[src/rtl/perceptron_pkg.sv]
// Shared types and saturating arithmetic for the perceptron training datapath.
// Element width defaults to 8 bits unless DATA_WIDTH is defined before this file.
`ifndef DATA_WIDTH
`define DATA_WIDTH 8
`endif

package perceptron_pkg;

  localparam int DW = `DATA_WIDTH;
  localparam int PW = 2*DW + 1;  // err (DW+1 bits) times x (DW bits)
  localparam int SW = 2*DW + 2;  // accumulator plus product, never overflows

  localparam logic signed [DW-1:0] SAT_MAX = {1'b0, {(DW-1){1'b1}}};
  localparam logic signed [DW-1:0] SAT_MIN = {1'b1, {(DW-1){1'b0}}};

  typedef enum logic [1:0] {IDLE, UPD_W, UPD_B, DONE} upd_state_t;

  function automatic logic signed [DW-1:0] sat_add(input logic signed [DW-1:0] a,
                                                   input logic signed [PW-1:0] d);
    logic signed [SW-1:0] sum;
    sum = $signed({{(SW-DW){a[DW-1]}}, a}) + $signed({d[PW-1], d});
    // In range exactly when every bit above the result sign matches it
    if ((&sum[SW-1:DW-1]) || !(|sum[SW-1:DW-1]))
      return sum[DW-1:0];
    else if (sum[SW-1])
      return SAT_MIN;
    else
      return SAT_MAX;
  endfunction

endpackage

[src/rtl/perceptron_update_sat_mac_shift.sv]
// Combinational res = sat(acc + ((err * x) >>> LR_SHIFT)); shared by weight and bias updates.
module sat_mac_shift
  import perceptron_pkg::*;
#(
  parameter int LR_SHIFT = 2
) (
  input  logic [DW:0]   err_i,
  input  logic [DW-1:0] x_i,
  input  logic [DW-1:0] acc_i,
  output logic [DW-1:0] res_o
);

  logic signed [PW-1:0] prod;
  logic signed [PW-1:0] delta;

  assign prod  = $signed({{(PW-DW-1){err_i[DW]}}, err_i}) *
                 $signed({{(PW-DW){x_i[DW-1]}}, x_i});
  assign delta = prod >>> LR_SHIFT;
  assign res_o = sat_add($signed(acc_i), delta);

endmodule

[src/rtl/perceptron_update.sv]
// Perceptron learning-rule engine: owns w/b, applies one weight per cycle, then the bias.
module perceptron_update
  import perceptron_pkg::*;
#(
  parameter int N          = 4,
  parameter int DATA_WIDTH = DW,
  parameter int LR_SHIFT   = 2
) (
  input  logic                    clk,
  input  logic                    rst_n,
  input  logic                    in_valid,
  output logic                    in_ready,
  input  logic [N*DATA_WIDTH-1:0] x,
  input  logic [DATA_WIDTH-1:0]   y,
  input  logic [DATA_WIDTH-1:0]   target,
  output logic [N*DATA_WIDTH-1:0] w,
  output logic [DATA_WIDTH-1:0]   b,
  output logic                    busy,
  output logic                    done
);

  localparam int IW = (N > 1) ? $clog2(N) : 1;

  upd_state_t    state_q, state_d;
  logic [IW-1:0] idx_q;
  logic [DW:0]   err_q;
  logic [DW:0]   err_in;
  logic [DW-1:0] x_q [N];
  logic [DW-1:0] w_q [N];
  logic [DW-1:0] b_q;
  logic [DW-1:0] mac_x, mac_acc, mac_res;
  logic          accept;
  logic          last_idx;

  assign in_ready = (state_q == IDLE);
  assign busy     = ~in_ready;
  assign done     = (state_q == DONE);
  assign accept   = in_valid && in_ready;
  assign last_idx = (idx_q == IW'(N-1));
  assign err_in   = {target[DW-1], target} - {y[DW-1], y};

  always_comb begin
    state_d = state_q;
    case (state_q)
      IDLE:    if (accept) state_d = (err_in == '0) ? DONE : UPD_W;
      UPD_W:   if (last_idx) state_d = UPD_B;
      UPD_B:   state_d = DONE;
      DONE:    state_d = IDLE;
      default: state_d = IDLE;
    endcase
  end

  always_ff @(posedge clk or negedge rst_n) begin
    if (!rst_n) state_q <= IDLE;
    else        state_q <= state_d;
  end

  // The bias pass reuses the weight MAC with x forced to 1
  assign mac_x   = (state_q == UPD_B) ? {{(DW-1){1'b0}}, 1'b1} : x_q[idx_q];
  assign mac_acc = (state_q == UPD_B) ? b_q : w_q[idx_q];

  sat_mac_shift #(.LR_SHIFT(LR_SHIFT)) u_mac (
    .err_i (err_q),
    .x_i   (mac_x),
    .acc_i (mac_acc),
    .res_o (mac_res)
  );

  always_ff @(posedge clk or negedge rst_n) begin
    if (!rst_n) begin
      idx_q <= '0;
      err_q <= '0;
      b_q   <= '0;
      for (int i = 0; i < N; i++) begin
        x_q[i] <= '0;
        w_q[i] <= '0;
      end
    end else begin
      case (state_q)
        IDLE: begin
          if (accept) begin
            err_q <= err_in;
            idx_q <= '0;
            for (int i = 0; i < N; i++) x_q[i] <= x[i*DW +: DW];
          end
        end
        UPD_W: begin
          w_q[idx_q] <= mac_res;
          idx_q      <= last_idx ? '0 : idx_q + 1'b1;
        end
        UPD_B:   b_q <= mac_res;
        default: ;
      endcase
    end
  end

  for (genvar gi = 0; gi < N; gi++) begin : g_wout
    assign w[gi*DW +: DW] = w_q[gi];
  end

  assign b = b_q;

endmodule
[config.mk]
export PLATFORM = sky130hd
export DESIGN_NAME = perceptron_update
export DESIGN_NICKNAME = d
export VERILOG_FILES = /design/src/rtl/perceptron_pkg.sv /design/src/rtl/perceptron_update_sat_mac_shift.sv /design/src/rtl/perceptron_update.sv
export SDC_FILE = /design/constraint.sdc
export NUM_CORES = 1
export LEC_CHECK = 0
export ABC_AREA = 1
export BUFFER_PORTS_ARGS = -buffer_cell sky130_fd_sc_hd__buf_2
export CAP_MARGIN = 20
export CORE_UTILIZATION = 45
export CTS_CLUSTER_SIZE = 28
export DETAILED_ROUTE_END_ITERATION = 6
export PLACE_DENSITY = 0.61
export SETUP_SLACK_MARGIN = 0.2
export SYNTH_ARGS = -nofsm -noshare
export SYNTH_HDL_FRONTEND = slang
export SYNTH_SLANG_ARGS = --single-unit
[constraint.sdc]
create_clock -name clk -period 21.2 [get_ports clk]
set_clock_uncertainty 0.2 [all_clocks]
set_input_delay 1.06 -clock clk [delete_from_list [all_inputs] [get_ports clk]]
set_output_delay 1.06 -clock clk [all_outputs]
set_load 0.02 [all_outputs]
Word level (Yosys, flattened, before mapping)
Index checks and enable logic that the tools add are counted.
{"block": "classes", "multipliers": 1, "addsub": 3, "magnitude_cmp": 2, "n_mux": 20, "bitwise": 2, "eq_ne": 6, "reduce_logical": 12}
{"operator": "2-to-1 mux 8 bit", "count": 9}
{"operator": "binary-select mux 8 bit (select 2 bit)", "count": 2}
{"operator": "bitwise mux 32 bit", "count": 1}
{"operator": "multiplier 9 x 8 -> 17 bit", "count": 1}
{"operator": "adder 8 x 15 -> 16 bit", "count": 1}
{"operator": "demux 8 bit (select 2 bit)", "count": 1}
{"operator": "AND reduction 11 bit", "count": 1}
{"operator": "OR reduction 11 bit", "count": 1}
{"operator": "2-to-1 mux 2 bit", "count": 5}
{"operator": "logical NOT 9 bit", "count": 1}
{"operator": "subtractor 8 x 8 -> 9 bit", "count": 1}
{"operator": "one-hot mux 2 bit (4 select lines)", "count": 1}
{"operator": "== test 2 bit, second input constant", "count": 3}
{"operator": "AND reduction 2 bit", "count": 3}
{"operator": "one-hot mux 2 bit (2 select lines)", "count": 1}
{"operator": ">= comparator 3 bit, second input constant", "count": 1}
{"operator": "less-than comparator 3 x 1 -> 1 bit, second input constant", "count": 1}
{"operator": "inverter 2 -> 3 bit", "count": 1}
{"operator": "adder 2 x 1 -> 2 bit, second input constant", "count": 1}
{"operator": "== test 2 x 1 -> 1 bit, second input constant", "count": 1}
{"operator": "logical AND 1 bit", "count": 2}
{"operator": "logical NOT 2 bit", "count": 1}
{"operator": "!= test 2 x 1 -> 1 bit, second input constant", "count": 1}
{"operator": "!= test 2 bit, second input constant", "count": 1}
{"operator": "other kinds (4)", "count": 4}
{"block": "totals", "out_inout_bits": 43, "reg_bits": 85}

Depth between registers and ports, before layout
Gate-level depths: netlist of the first run.
{"block": "depth", "ltp_word": 12, "mapped_depth": 42}

Modules after synthesis
From an unflattened synthesis of the first run, not the netlist that was laid out.
{"block": "hier_totals", "hier_cells": 1149, "area_unflattened_um2": 8227.9}
{"module": "perceptron_update", "cells_per_inst": 572, "instances": 1, "area_each_um2": 4385.5, "seq_area_each_um2": 2127.0}
{"module": "sat_mac_shift", "cells_per_inst": 577, "instances": 1, "area_each_um2": 3842.4, "seq_area_each_um2": 0.0}

Worst setup path after synthesis of the first run
OpenSTA, ideal clock, no wires.
{"block": "synth_timing", "path_kind": "reg2reg", "startpoint": "reg state_q[0]", "endpoint": "reg w_q (netlist bit w[0])", "arrival_ps": 6354, "slack_ps": 14529, "setup_time_ps": 117, "synth_period_minus_slack_ps": 6671, "stages_incl_launch_ff": 39, "n_path_buf": 2, "cell_sequence": "dfrtp_1 inv_1 ha_1 buf_2 clkinv_1 clkbuf_1 nand2_1 inv_1 nand2_1 fa_1 fa_1 inv_1 fa_1 inv_1 fa_1 inv_1 ha_1 inv_1 [... 3 more ...] a21oi_1 o21ai_0 xor2_1 ha_1 nand2_1 inv_1 nand2_1 nand2_1 a21oi_1 nand2_1 nand2_1 nand2_1 nor2_1 nand4_1 nand2_4 nand2_2 nand2_1 nand2_1"}
{"block": "synth_via", "elab_chain_cells": 9, "word_cells_on_any_way": 13, "cone_classes": "add/sub (1); mul (1); eq/ne (2); mux (5); reduce/logical (4)"}
{"item": "from (decl)", "line_no": "perceptron_update.sv:24", "text": "upd_state_t state_q, state_d;"}
{"item": "from (signal assigned)", "line_no": "perceptron_update.sv:55", "text": "else state_q <= state_d;"}
{"item": "== test 2 bit", "line_no": "perceptron_update.sv:59, perceptron_update.sv:60"}
{"item": "2-to-1 mux 8 bit", "line_no": "perceptron_update.sv:59", "text": "assign mac_x = (state_q == UPD_B) ? {{(DW-1){1'b0}}, 1'b1} : x_q[idx_q];"}
{"item": "multiplier 9 x 8 -> 17 bit", "line_no": "perceptron_update_sat_mac_shift.sv:16", "text": "assign prod = $signed({{(PW-DW-1){err_i[DW]}}, err_i}) *"}
{"item": "adder 8 x 15 -> 16 bit", "line_no": "perceptron_pkg.sv:21", "text": "sum = $signed({{(SW-DW){a[DW-1]}}, a}) + $signed({d[PW-1], d});"}
{"item": "OR reduction 11 bit", "line_no": "perceptron_pkg.sv:23", "text": "if ((&sum[SW-1:DW-1]) || !(|sum[SW-1:DW-1]))"}
{"item": "logical NOT 1 bit", "line_no": "perceptron_pkg.sv:23"}
{"item": "logical OR 1 bit", "line_no": "perceptron_pkg.sv:23"}
{"item": "2-to-1 mux 8 bit", "line_no": "perceptron_pkg.sv:23"}
{"item": "bitwise mux 32 bit", "line_no": "perceptron_update.sv:88", "text": "w_q[idx_q] <= mac_res;"}
{"item": "to (signal, indexed assignment)", "line_no": "perceptron_update.sv:88"}
{"item": "to (decl)", "line_no": "perceptron_update.sv:29", "text": "logic [DW-1:0] w_q [N];"}
Parallel ways exist; a longest one is shown, timed or not.
A chain may end at the register's enable or synchronous reset.

Final worst setup path of the first run
{"block": "layout_timing", "startpoint": "reg idx_q[1]", "endpoint": "reg w_q (netlist bit w[9])"}
{"block": "layout_via", "elab_chain_cells": 12, "word_cells_on_any_way": 23, "cone_classes": "add/sub (1); mul (1); order compare (2); mux (13); bitwise (1); reduce/logical (5)"}
{"item": "from (decl)", "line_no": "perceptron_update.sv:25", "text": "logic [IW-1:0] idx_q;"}
{"item": "from (signal assigned)", "line_no": "perceptron_update.sv:89", "text": "idx_q <= last_idx ? '0 : idx_q + 1'b1;"}
{"item": "inverter 2 -> 3 bit (not written as such) *", "line_no": "perceptron_update.sv:59, perceptron_update.sv:60, perceptron_update.sv:88"}
{"item": "binary-select mux 8 bit (select 2 bit)", "line_no": "perceptron_update.sv:59"}
{"item": "2-to-1 mux 8 bit (not written as such) (2 in series)", "line_no": "perceptron_update.sv:59"}
{"item": "2-to-1 mux 8 bit", "line_no": "perceptron_update.sv:59"}
{"item": "multiplier 9 x 8 -> 17 bit", "line_no": "perceptron_update_sat_mac_shift.sv:16"}
{"item": "adder 8 x 15 -> 16 bit", "line_no": "perceptron_pkg.sv:21"}
{"item": "OR reduction 11 bit", "line_no": "perceptron_pkg.sv:23"}
{"item": "logical NOT 1 bit", "line_no": "perceptron_pkg.sv:23"}
{"item": "logical OR 1 bit", "line_no": "perceptron_pkg.sv:23"}
{"item": "2-to-1 mux 8 bit", "line_no": "perceptron_pkg.sv:23"}
{"item": "bitwise mux 32 bit *", "line_no": "perceptron_update.sv:88"}
Every way passes the cells marked *; elsewhere a longest branch is shown, timed or not. The select of a mux whose other input is x is not followed.

==> results of run 1 <==
-- sequential cells by signal, indices dropped and copies added (netlist names) --
signal and flops:
b 8, state_q 2, idx_q 2, err_q 9, w 32, x_q 32
-- tightest hold or removal path, cell delays in order, from the launching register on --
cell     delay [ps]
dfrtp_1         340
nand2_1          50
nand2_1          50
-- metrics by stage --
stage | hold WS [ps] | std cells | cell area (um2) | util | setup slack (ps)
after floorplan | 244 | 1079 | 7880 | - | 14530
after global placement | 262 | 1379 | 8570 | 0.499 | 13250
after detailed placement | 263 | 1379 | 8570 | 0.499 | 13120
after CTS | 279 | 1395 | 8900 | 0.518 | 13080
after global routing | 298 | 1395 | 8900 | 0.518 | 12300
final | 276 | 1395 | 8900 | 0.518 | 13100
-- per-layer routing --
metal	GRT usage	vias to the layer above	wire length, um
met4	0.0556	0	279
li1	-	3463	-
met1	0.326	3256	9390
met5	0	-	0
met3	0.0249	19	741
met2	0.380	159	8930
-- layout by cell type (no fill, tap or decap), drive strengths merged --
master | Yosys | final
o21ai | 58 | 58
dfrtp | 85 | 85
or2 | 3 | 3
ha | 61 | 61
and2 | 3 | 3
a22oi | 1 | 1
nor2 | 131 | 131
nor3 | 5 | 5
xor2 | 18 | 18
o22ai | 8 | 8
inv | 174 | 175
nand3b | 3 | 3
nor4 | 1 | 1
nand4 | 4 | 4
nor3b | 1 | 1
a32o | 1 | 1
a21o | 1 | 1
clkbuf | 19 | 10
fa | 63 | 63
clkinv | 3 | 6
a31oi | 9 | 9
nand2 | 366 | 366
buf | 3 | 97
bufinv | 0 | 2
nand3 | 22 | 22
o21bai | 1 | 1
xnor2 | 11 | 11
a21oi | 24 | 24
-- worst min path at each step --
| stage | from | depth (start not counted) | endpoint | slack, ps |
|---|---|---|---|---|
| 2_1_floorplan | x_q[10] | 2 | x_q[10] | 240 |
| 3_3_place_gp | x_q[19] | 2 | x_q[19] | 260 |
| 3_5_place_dp | x_q[19] | 2 | x_q[19] | 260 |
| 4_1_cts | x_q[19] | 2 | x_q[19] | 280 |
| 5_1_grt | x_q[6] | 2 | x_q[6] | 300 |
| 6_report | x_q[9] | 2 | x_q[9] | 280 |
-- cell families (layout without fill, tap and decap cells) --
family	Yosys count	after routing
AOI/OAI and AO/OA	103	103
xor gates and xnor gates	29	29
adders and majority gates	124	124
buffers and inverters	199	290
DFF	85	85
and+or+nand+nor	539	539
-- layout make-up --
type,instances,area (um2)
Clock buffer,10,239
Fill cell,1784,8270
Tap cell,225,282
Timing Repair Buffer,97,498
Clock inverter,6,95.1
Sequential cell,85,2130
Inverter,177,664
Multi-Input combinational cell,795,5000
==> out/results.tsv, run 1 <==
stage	metric	value	unit
setup_path	cp_common_cell	nand2_1	
setup_path	crit_path_end_kind	register	
clocking	cts_buffer_depth	2	
setup_path	cp.buffers_inverters	7	
clocking	clock_latency	350	ps
logic_synthesis	synth-simple-area-share	0.275	
timing	rsz0062_at_grt	no	
clocking	cts.htree.levels	3	
place	portBuffers	93	
logic_synthesis	seq_area_frac_synth	0.270	
logic_synthesis	synthFlopType	dfrtp_1	
hold_path	hold_class	reg2reg	
logic_synthesis	synthMuxAreaShare	0	
global_route	grt_util_all_layers	0.231	
timing	relSlewSlack	0.326	
finish	syn_to_final_growth	13.1	%
detailed_routing	routed_via_density	4.94	
logic_synthesis	yosys-top-cells-area	dfrtp_1 27%, nand2_1 17%, fa_1 16%, ha_1 9.7%, inv_1 8.2%	
clocking	hold_buffers	0	
timing	timing.fmax	124	MHz
detailed_routing	firstDrtPassIters	5	
setup_path	startpoint	idx_q[1]	
clocking	cts_resized	0	
setup_path	critPathMaxStageDelay	760	ps
global_route	grt-ovfl-total	0	
logic_synthesis	synth_common_cells	348 x nand2_1, 173 x inv_1, 130 x nor2_1	
floorplanning	die_area	18000	um2
timing	setup_viol	0	
logic_synthesis	yosys.area_share.xor_xnor	0.0332	
logic_synthesis	async_flop_share	1.00	
setup_path	critPathArrivalTime	8180	ps
floorplanning	design.core.area	17200	um2
finish	num_antenna_cells	0	
setup_path	crit_end	w[9]	
place	gp_congestion	0.926	
timing	finalSetupTns	0	ps
finish	drive_gt1_frac	0.119	
global_route	grt_pass1_vias	6731	
floorplanning	num_io_pins	94	
flow_run	max_cap_viol_count	0	
clocking	cts_made_buffers	9	
status	status	completed	
detailed_routing	ant_nets	0	
global_route	grt_pass1_wl	33100	um
timing	period_share	0.382	
setup_path	cp_data_required_time	21280	ps
floorplanning	die_w	134	um
clocking	cts.clk_slew.worst_paths	70	ps
logic_synthesis	syn_inst	1079	
logic_synthesis	synth.avg_cell_area	7.30	um2
place	dp_hpwl	15300	um
logic_synthesis	yosysMostFrequentCell	nand2_1	
floorplanning	die-height	134	um
clocking	post_cts_buffers	0	
detailed_routing	drt_iter0_drc	406	
clocking	cts_tree	yes	
detailed_routing	dr_total_vias	6897	
timing	finalHoldViolCount	0	
logic_synthesis	synth_compound_gate_area_share	0.0697	
logic_synthesis	synth_top_family_by_area	simple AND/OR/NAND/NOR gates	
detailed_routing	drc	0	
setup_path	r2r_slack	13100	ps
setup_path	timing.rr.end	w[9]	
logic_synthesis	synth-edff-count	0	
logic_synthesis	synth_top_area_share	0.270	
setup_path	crit_slowest_cell	dfrtp_1	
timing	drv_slew	0	
floorplanning	start_util	0.459	
timing	min_period	8100	ps
logic_synthesis	netlist_area	7880	um2
global_route	grt_max_degree	60	
finish	fin_nets	1340	
setup_path	cp-start-kind	register	
logic_synthesis	synth_fp_nets	1254	
logic_synthesis	synth_area_leader_cell	dfrtp_1	
logic_synthesis	synth_cell_type_count	35	
timing	worstMarginPinSlew	1010	ps
floorplanning	rows	48	
detailed_routing	wl_per_cell	13.9	um
clocking	clockRootBuffer	clkbuf_16	
setup_path	crit_fanout	20	
logic_synthesis	ys_ff_latch	85	
setup_path	cp_top_family	adder cells	
logic_synthesis	synth-adder-area-share	0.257	
setup_path	reg2reg_from	idx_q[1]	
global_route	antenna_found_initial	0	
setup_path	cp_num_cells	37	
detailed_routing	wl	19300	um
setup_path	r2r_cells	37	
clocking	cts_sinks	85	
setup_path	path_class	reg2reg	
logic_synthesis	yosysWarnings	0	
Power of run 1 is not shown: default switching activity piles up to over one toggle a cycle in this logic, so the estimate is an artifact.
==> run 2, diff against run 1 <==
--- a/config.mk
+++ b/config.mk
@@ -5,7 +5,7 @@
 export SDC_FILE = /design/constraint.sdc
 export NUM_CORES = 1
 export LEC_CHECK = 0
-export ABC_AREA = 1
+export ABC_AREA = 0
 export BUFFER_PORTS_ARGS = -buffer_cell sky130_fd_sc_hd__buf_2
 export CAP_MARGIN = 20
 export CORE_UTILIZATION = 45
==> constraint.sdc (replaced) <==
create_clock -name clk -period 8.5 [get_ports clk]
set_clock_uncertainty 0.2 [all_clocks]
set_input_delay 0.425 -clock clk [delete_from_list [all_inputs] [get_ports clk]]
set_output_delay 0.425 -clock clk [all_outputs]
set_load 0.02 [all_outputs]
==> out/results.tsv, run 2 <==
stage	metric	value	unit	change
status	status	completed		
finish	final_common_cell	inv_1		
timing	min_period	7880	ps	-217 ps
clocking	clock_latency	350	ps	about the same
logic_synthesis	synth_cell_type_count	56		+60%
clocking	cts.clk_slew.worst_paths	70	ps	about the same
timing	timing.fmax	127	MHz	+2.8%
floorplanning	start_util	0.463		+0.00480
global_route	grt-ovfl-total	0		unchanged
global_route	antenna_found_initial	0		unchanged
clocking	cts_buffer_depth	2		unchanged
finish	fill_cells	1570		-12%
finish	num_antenna_cells	0		unchanged
global_route	grt_pass1_wl	27600	um	-16%
timing	worstMarginPinSlew	1010	ps	-0.339 ps
detailed_routing	wl	16500	um	-15%
logic_synthesis	async_flop_share	1.00		unchanged
finish	most-common-layout-cells	112 x inv_1, 92 x buf_2, 84 x dfrtp_1		
flow_run	max_cap_viol_count	0		unchanged
setup_path	cp_data_required_time	8500	ps	-12780 ps
logic_synthesis	yosysMostFrequentCell	inv_1		
setup_path	cp-start-kind	register		
place	portBuffers	93		unchanged
logic_synthesis	synth_fp_nets	958		-24%
finish	fin_nets	1048		-22%
floorplanning	num_io_pins	94		unchanged
logic_synthesis	synth-edff-count	0		unchanged
detailed_routing	drc	0		unchanged
finish	drive_gt1_frac	0.228		+0.109
clocking	cts_sinks	85		unchanged
timing	period_share	0.927		+0.545
finish	syn_to_final_growth	13.8	%	
global_route	grt_max_degree	86		+43%
floorplanning	rows	47		-2.1%
detailed_routing	firstDrtPassIters	4		-1
finish	stdcell_count	1098		-21%
logic_synthesis	synth_common_cells	112 x inv_1, 85 x dfrtp_1, 77 x nand2_1		
detailed_routing	wl_per_cell	15.0	um	+8.3%
timing	setup_viol	0		unchanged
setup_path	crit_fanout	8		-60%
detailed_routing	drt_iter0_drc	236		-42%
floorplanning	die_area	17700	um2	-2.1%
setup_path	critPathMaxStageDelay	560	ps	-200 ps
logic_synthesis	yosysWarnings	0		unchanged
place	dp.cells	1077		-22%
setup_path	path_class	reg2reg		
detailed_routing	met2_length	7500	um	-16%
detailed_routing	met1_length	8350	um	-11%
detailed_routing	routed_via_density	5.19		+5.0%
timing	finalSetupTns	0	ps	unchanged
timing	relSlewSlack	0.325		-0.00141
detailed_routing	dr_total_vias	5702		-17%
timing	drv_slew	0		unchanged
logic_synthesis	ys_ff_latch	85		unchanged
setup_path	crit_path_end_kind	register		
timing	finalHoldViolCount	0		unchanged
clocking	clockRootBuffer	clkbuf_16		
clocking	cts.htree.levels	3		unchanged
global_route	grt_pass1_vias	5605		-17%
clocking	cts_tree	yes		
setup_path	critPathArrivalTime	7880	ps	-300 ps
detailed_routing	top_layer_used	met4		
clocking	cts_made_buffers	9		unchanged
floorplanning	design.core.area	16600	um2	-3.1%
detailed_routing	met3_length	480	um	-35%
setup_path	cp_common_cell	fa_1		
floorplanning	die_w	133	um	-1.0%
logic_synthesis	synthFlopType	dfrtp_1		
hold_path	hold_class	in2reg		
logic_synthesis	netlist_area	7710	um2	-2.1%
place	gp_congestion	0.826		-11%
logic_synthesis	synth_area_leader_cell	dfrtp_1		
timing	rsz0062_at_grt	no		
global_route	grt_util_all_layers	0.194		-0.0367
floorplanning	die-height	133	um	-1.0%
logic_synthesis	seq_area_frac_synth	0.276		+0.00578
detailed_routing	ant_nets	0		unchanged
logic_synthesis	synth.avg_cell_area	9.85	um2	+35%
place	dp_hpwl	13100	um	-15%
logic_synthesis	syn_inst	783		-27%
logic_synthesis	synth_top_area_share	0.276		+0.00578
logic_synthesis	yosys-top-cells-area	dfrtp_1 28%, fa_1 16%, ha_1 9.9%, mux2_2 6.0%, inv_1 5.5%		
setup_path	crit_slowest_cell	fa_1		
[run 2: changes by cell type after synthesis, moves of 16 or more]
cell and delta:
o21ai_0 -16, nand2_1 -271, nor2b_1 +20, nor2_1 -99
and2_1 +35, inv_1 -61, mux4_2 +16, nand2_2 -17
mux2_2 +41
[run 2: worst max-delay path, delay by kind of cell, from the launching register on]
kind,cells,cell delay (ps)
mux,2,410
fa+ha+maj,6,2810
buf+inv,5,450
compound gates,9,2330
simple gates,5,940
flops,1,460
xor+xnor,1,140
[run 2: per-layer routing]
metal	vias to the layer above	global-route usage
met3	11	0.0218
li1	2808	-
met2	86	0.295
met4	0	0.0460
met1	2797	0.296
met5	-	0
[run 2: what timing repair did]
| item | CTS | global route |
|---|---|---|
| hold buffers | 0 | 1 |
| setup buffers | 0 | 3 |
| resized for setup | 0 | 7 |
| endpoints found under the hold margin | 0 | 20 |
| endpoints found under the setup margin | 0 | 35 |
[run 2: logic make-up after synthesis]
group,share of synthesized area
AOI/OAI and AO/OA,0.124
muxes,0.108
xor gates and xnor gates,0.0341
and+or+nand+nor,0.129
adders and majority gates,0.263
buffers and inverters,0.0673
DFF,0.276
[run 2: worst paths after layout]
check                         start       end  slack (ps)  depth (start not counted)
max reg2reg                idx_q[0]      w[0]         620                         28
max                        idx_q[0]      w[0]         620                         28
max in group asynchronous     rst_n  idx_q[0]        7160                          3
min                           x[11]   x_q[19]         100                          2
min in group asynchronous     rst_n     w[19]         320                          2
min reg2reg                  x_q[8]    x_q[8]         300                          1
[run 2: cell type report]
class	instances	area, um2	share of cell area
multi-input cells	560	5090	0.580
well taps	220	275	0.0314
inverters	112	420	0.0479
flip-flops and latches	85	2130	0.242
clock inverters	6	55.1	0.00627
clock buffers	10	229	0.0261
repair buffers	105	581	0.0661
[run 2: through the flow]
| step | util | hold slack (ps) | worst slack [ps] | cell area, um2 |
|---|---|---|---|---|
| 2_1_floorplan | - | -70.6 | 652 | 7710 |
| 3_3_place_gp | 0.505 | 288 | 333 | 8410 |
| 3_5_place_dp | 0.505 | 288 | 303 | 8410 |
| 4_1_cts | 0.522 | 93.0 | 257 | 8690 |
| 5_1_grt | 0.527 | 95.6 | 207 | 8780 |
| 6_report | 0.527 | 104 | 620 | 8780 |
Power of run 2 is left out for the same reason.
==> run 3, diff against run 2 <==
--- a/config.mk
+++ b/config.mk
@@ -5,7 +5,7 @@
 export SDC_FILE = /design/constraint.sdc
 export NUM_CORES = 1
 export LEC_CHECK = 0
-export ABC_AREA = 0
+export ABC_AREA = 1
 export BUFFER_PORTS_ARGS = -buffer_cell sky130_fd_sc_hd__buf_2
 export CAP_MARGIN = 20
 export CORE_UTILIZATION = 45
==> out/results.tsv, run 3 (same netlist as run 1, synthesis figures left out) <==
stage	metric	value	unit	change
timing	worst_slack	1220	ps	+601 ps
floorplanning	rows	48		+2.1%
setup_path	crit_slowest_cell	fa_1		
setup_path	crit_fanout	22		+14
setup_path	critPathMaxStageDelay	560	ps	about the same
clocking	cts_made_buffers	9		unchanged
setup_path	path_class	reg2reg		
floorplanning	design.core.area	17200	um2	+3.2%
floorplanning	start_util	0.459		-0.00480
finish	num_antenna_cells	0		unchanged
detailed_routing	firstDrtPassIters	5		+1
setup_path	critPathArrivalTime	7320	ps	-560 ps
global_route	grt-ovfl-total	0		unchanged
clocking	cts_buffer_depth	2		unchanged
timing	min_period	7280	ps	-601 ps
finish	final_common_cell	nand2_1		
global_route	antenna_found_initial	0		unchanged
finish	fill_cells	1793		+14%
floorplanning	die_w	134	um	+1.0%
timing	worstMarginPinSlew	922	ps	-86.8 ps
timing	finalSetupTns	0	ps	unchanged
timing	finalHoldViolCount	0		unchanged
finish	most-common-layout-cells	348 x nand2_1, 173 x inv_1, 130 x nor2_1		
detailed_routing	drc	0		unchanged
floorplanning	num_io_pins	94		unchanged
place	dp_hpwl	15000	um	+15%
detailed_routing	drt_iter0_drc	494		+110%
floorplanning	die-height	134	um	+1.0%
setup_path	cp-start-kind	register		
place	preCtsSetupSlack	1240	ps	+939 ps
detailed_routing	routed_via_density	4.88		-6.1%
clocking	clock_latency	350	ps	about the same
global_route	grt_pass1_vias	6670		+19%
finish	syn_to_final_growth	13.3	%	
clocking	cts_sinks	85		unchanged
clocking	clockRootBuffer	clkbuf_16		
setup_path	cp_data_required_time	8540	ps	+40 ps
global_route	grt_pass1_wl	32800	um	+19%
detailed_routing	wl	19200	um	+16%
clocking	cts_resized	0		unchanged
timing	period_share	0.856		-0.0707
hold_path	hold_class	in2reg		
place	portBuffers	93		unchanged
clocking	cts.htree.levels	3		unchanged
detailed_routing	wl_per_cell	13.7	um	-8.8%
timing	rsz0062_at_grt	no		
global_route	grt_max_degree	86		unchanged
timing	setup_viol	0		unchanged
setup_path	crit_path_end_kind	register		
detailed_routing	dr_total_vias	6827		+20%
timing	relSlewSlack	0.381		+0.0565
timing	timing.fmax	137	MHz	+8.3%
timing	drv_slew	0		unchanged
global_route	grt_util_all_layers	0.229		+0.0349
clocking	cts_tree	yes		
clocking	cts.clk_slew.worst_paths	70	ps	about the same
place	gp_congestion	0.906		+9.6%
finish	drive_gt1_frac	0.122		-0.106
detailed_routing	ant_nets	0		unchanged
finish	fin_nets	1345		+28%
flow_run	max_cap_viol_count	0		unchanged
floorplanning	die_area	18000	um2	+2.1%
status	status	completed		
==> run 3: layer usage <==
metal / wire [um] / track usage / vias to the layer above
met5: 0 / 0 / -
met4: 262 / 0.0549 / 0
met3: 954 / 0.0382 / 20
met2: 8830 / 0.367 / 176
met1: 9120 / 0.323 / 3154
li1: - / - / 3477
==> run 3: worst paths after layout <==
check | slack, ps | cells after the start | endpoint | startpoint
setup reg to reg | 1220 | 35 | w[6] | idx_q[0]
setup / recovery | 1220 | 35 | w[6] | idx_q[0]
hold reg to reg | 280 | 2 | x_q[12] | x_q[12]
min in group asynchronous | 390 | 2 | x_q[26] | rst_n
hold / removal | 60 | 3 | x_q[25] | x[1]
max in group asynchronous | 7080 | 3 | err_q[0] | rst_n
==> run 3: stage by stage <==
stage / hold WS, ps / instances / util / instance area (um2)
3_5_place_dp: 265 / 1382 / 0.500 / 8590
6_report: 61.2 / 1400 / 0.520 / 8930
5_1_grt: 69.0 / 1400 / 0.520 / 8930
4_1_cts: 56.3 / 1398 / 0.518 / 8900
2_1_floorplan: -70.6 / 1079 / - / 7880
3_3_place_gp: 261 / 1382 / 0.500 / 8590
==> run 3: layout make-up <==
cell class	count	area, um2	share of cell area
Multi-Input combinational cell	795	5000	0.560
Timing Repair Buffer	102	551	0.0617
Clock buffer	9	225	0.0252
Clock inverter	7	78.8	0.00883
Sequential cell	85	2130	0.238
Tap cell	225	282	0.0315
Inverter	177	664	0.0744
==> run 3: what timing repair did <==
item / CTS / global route
setup buffers: 0 / 0
endpoints found under the hold margin: 0 / 40
hold buffers: 0 / 1
==> run 3: worst max-delay path: cells and delay by family (launching register included) <==
family / cells / cell delay [ps]
AND/OR/NAND/NOR: 17 / 2070
AO/OA/AOI/OAI: 4 / 620
buffers and inverters: 7 / 900
flip-flops: 1 / 380
XOR/XNOR: 1 / 160
adder cells (fa/ha/maj): 6 / 2830
Power of run 3 is left out for the same reason.
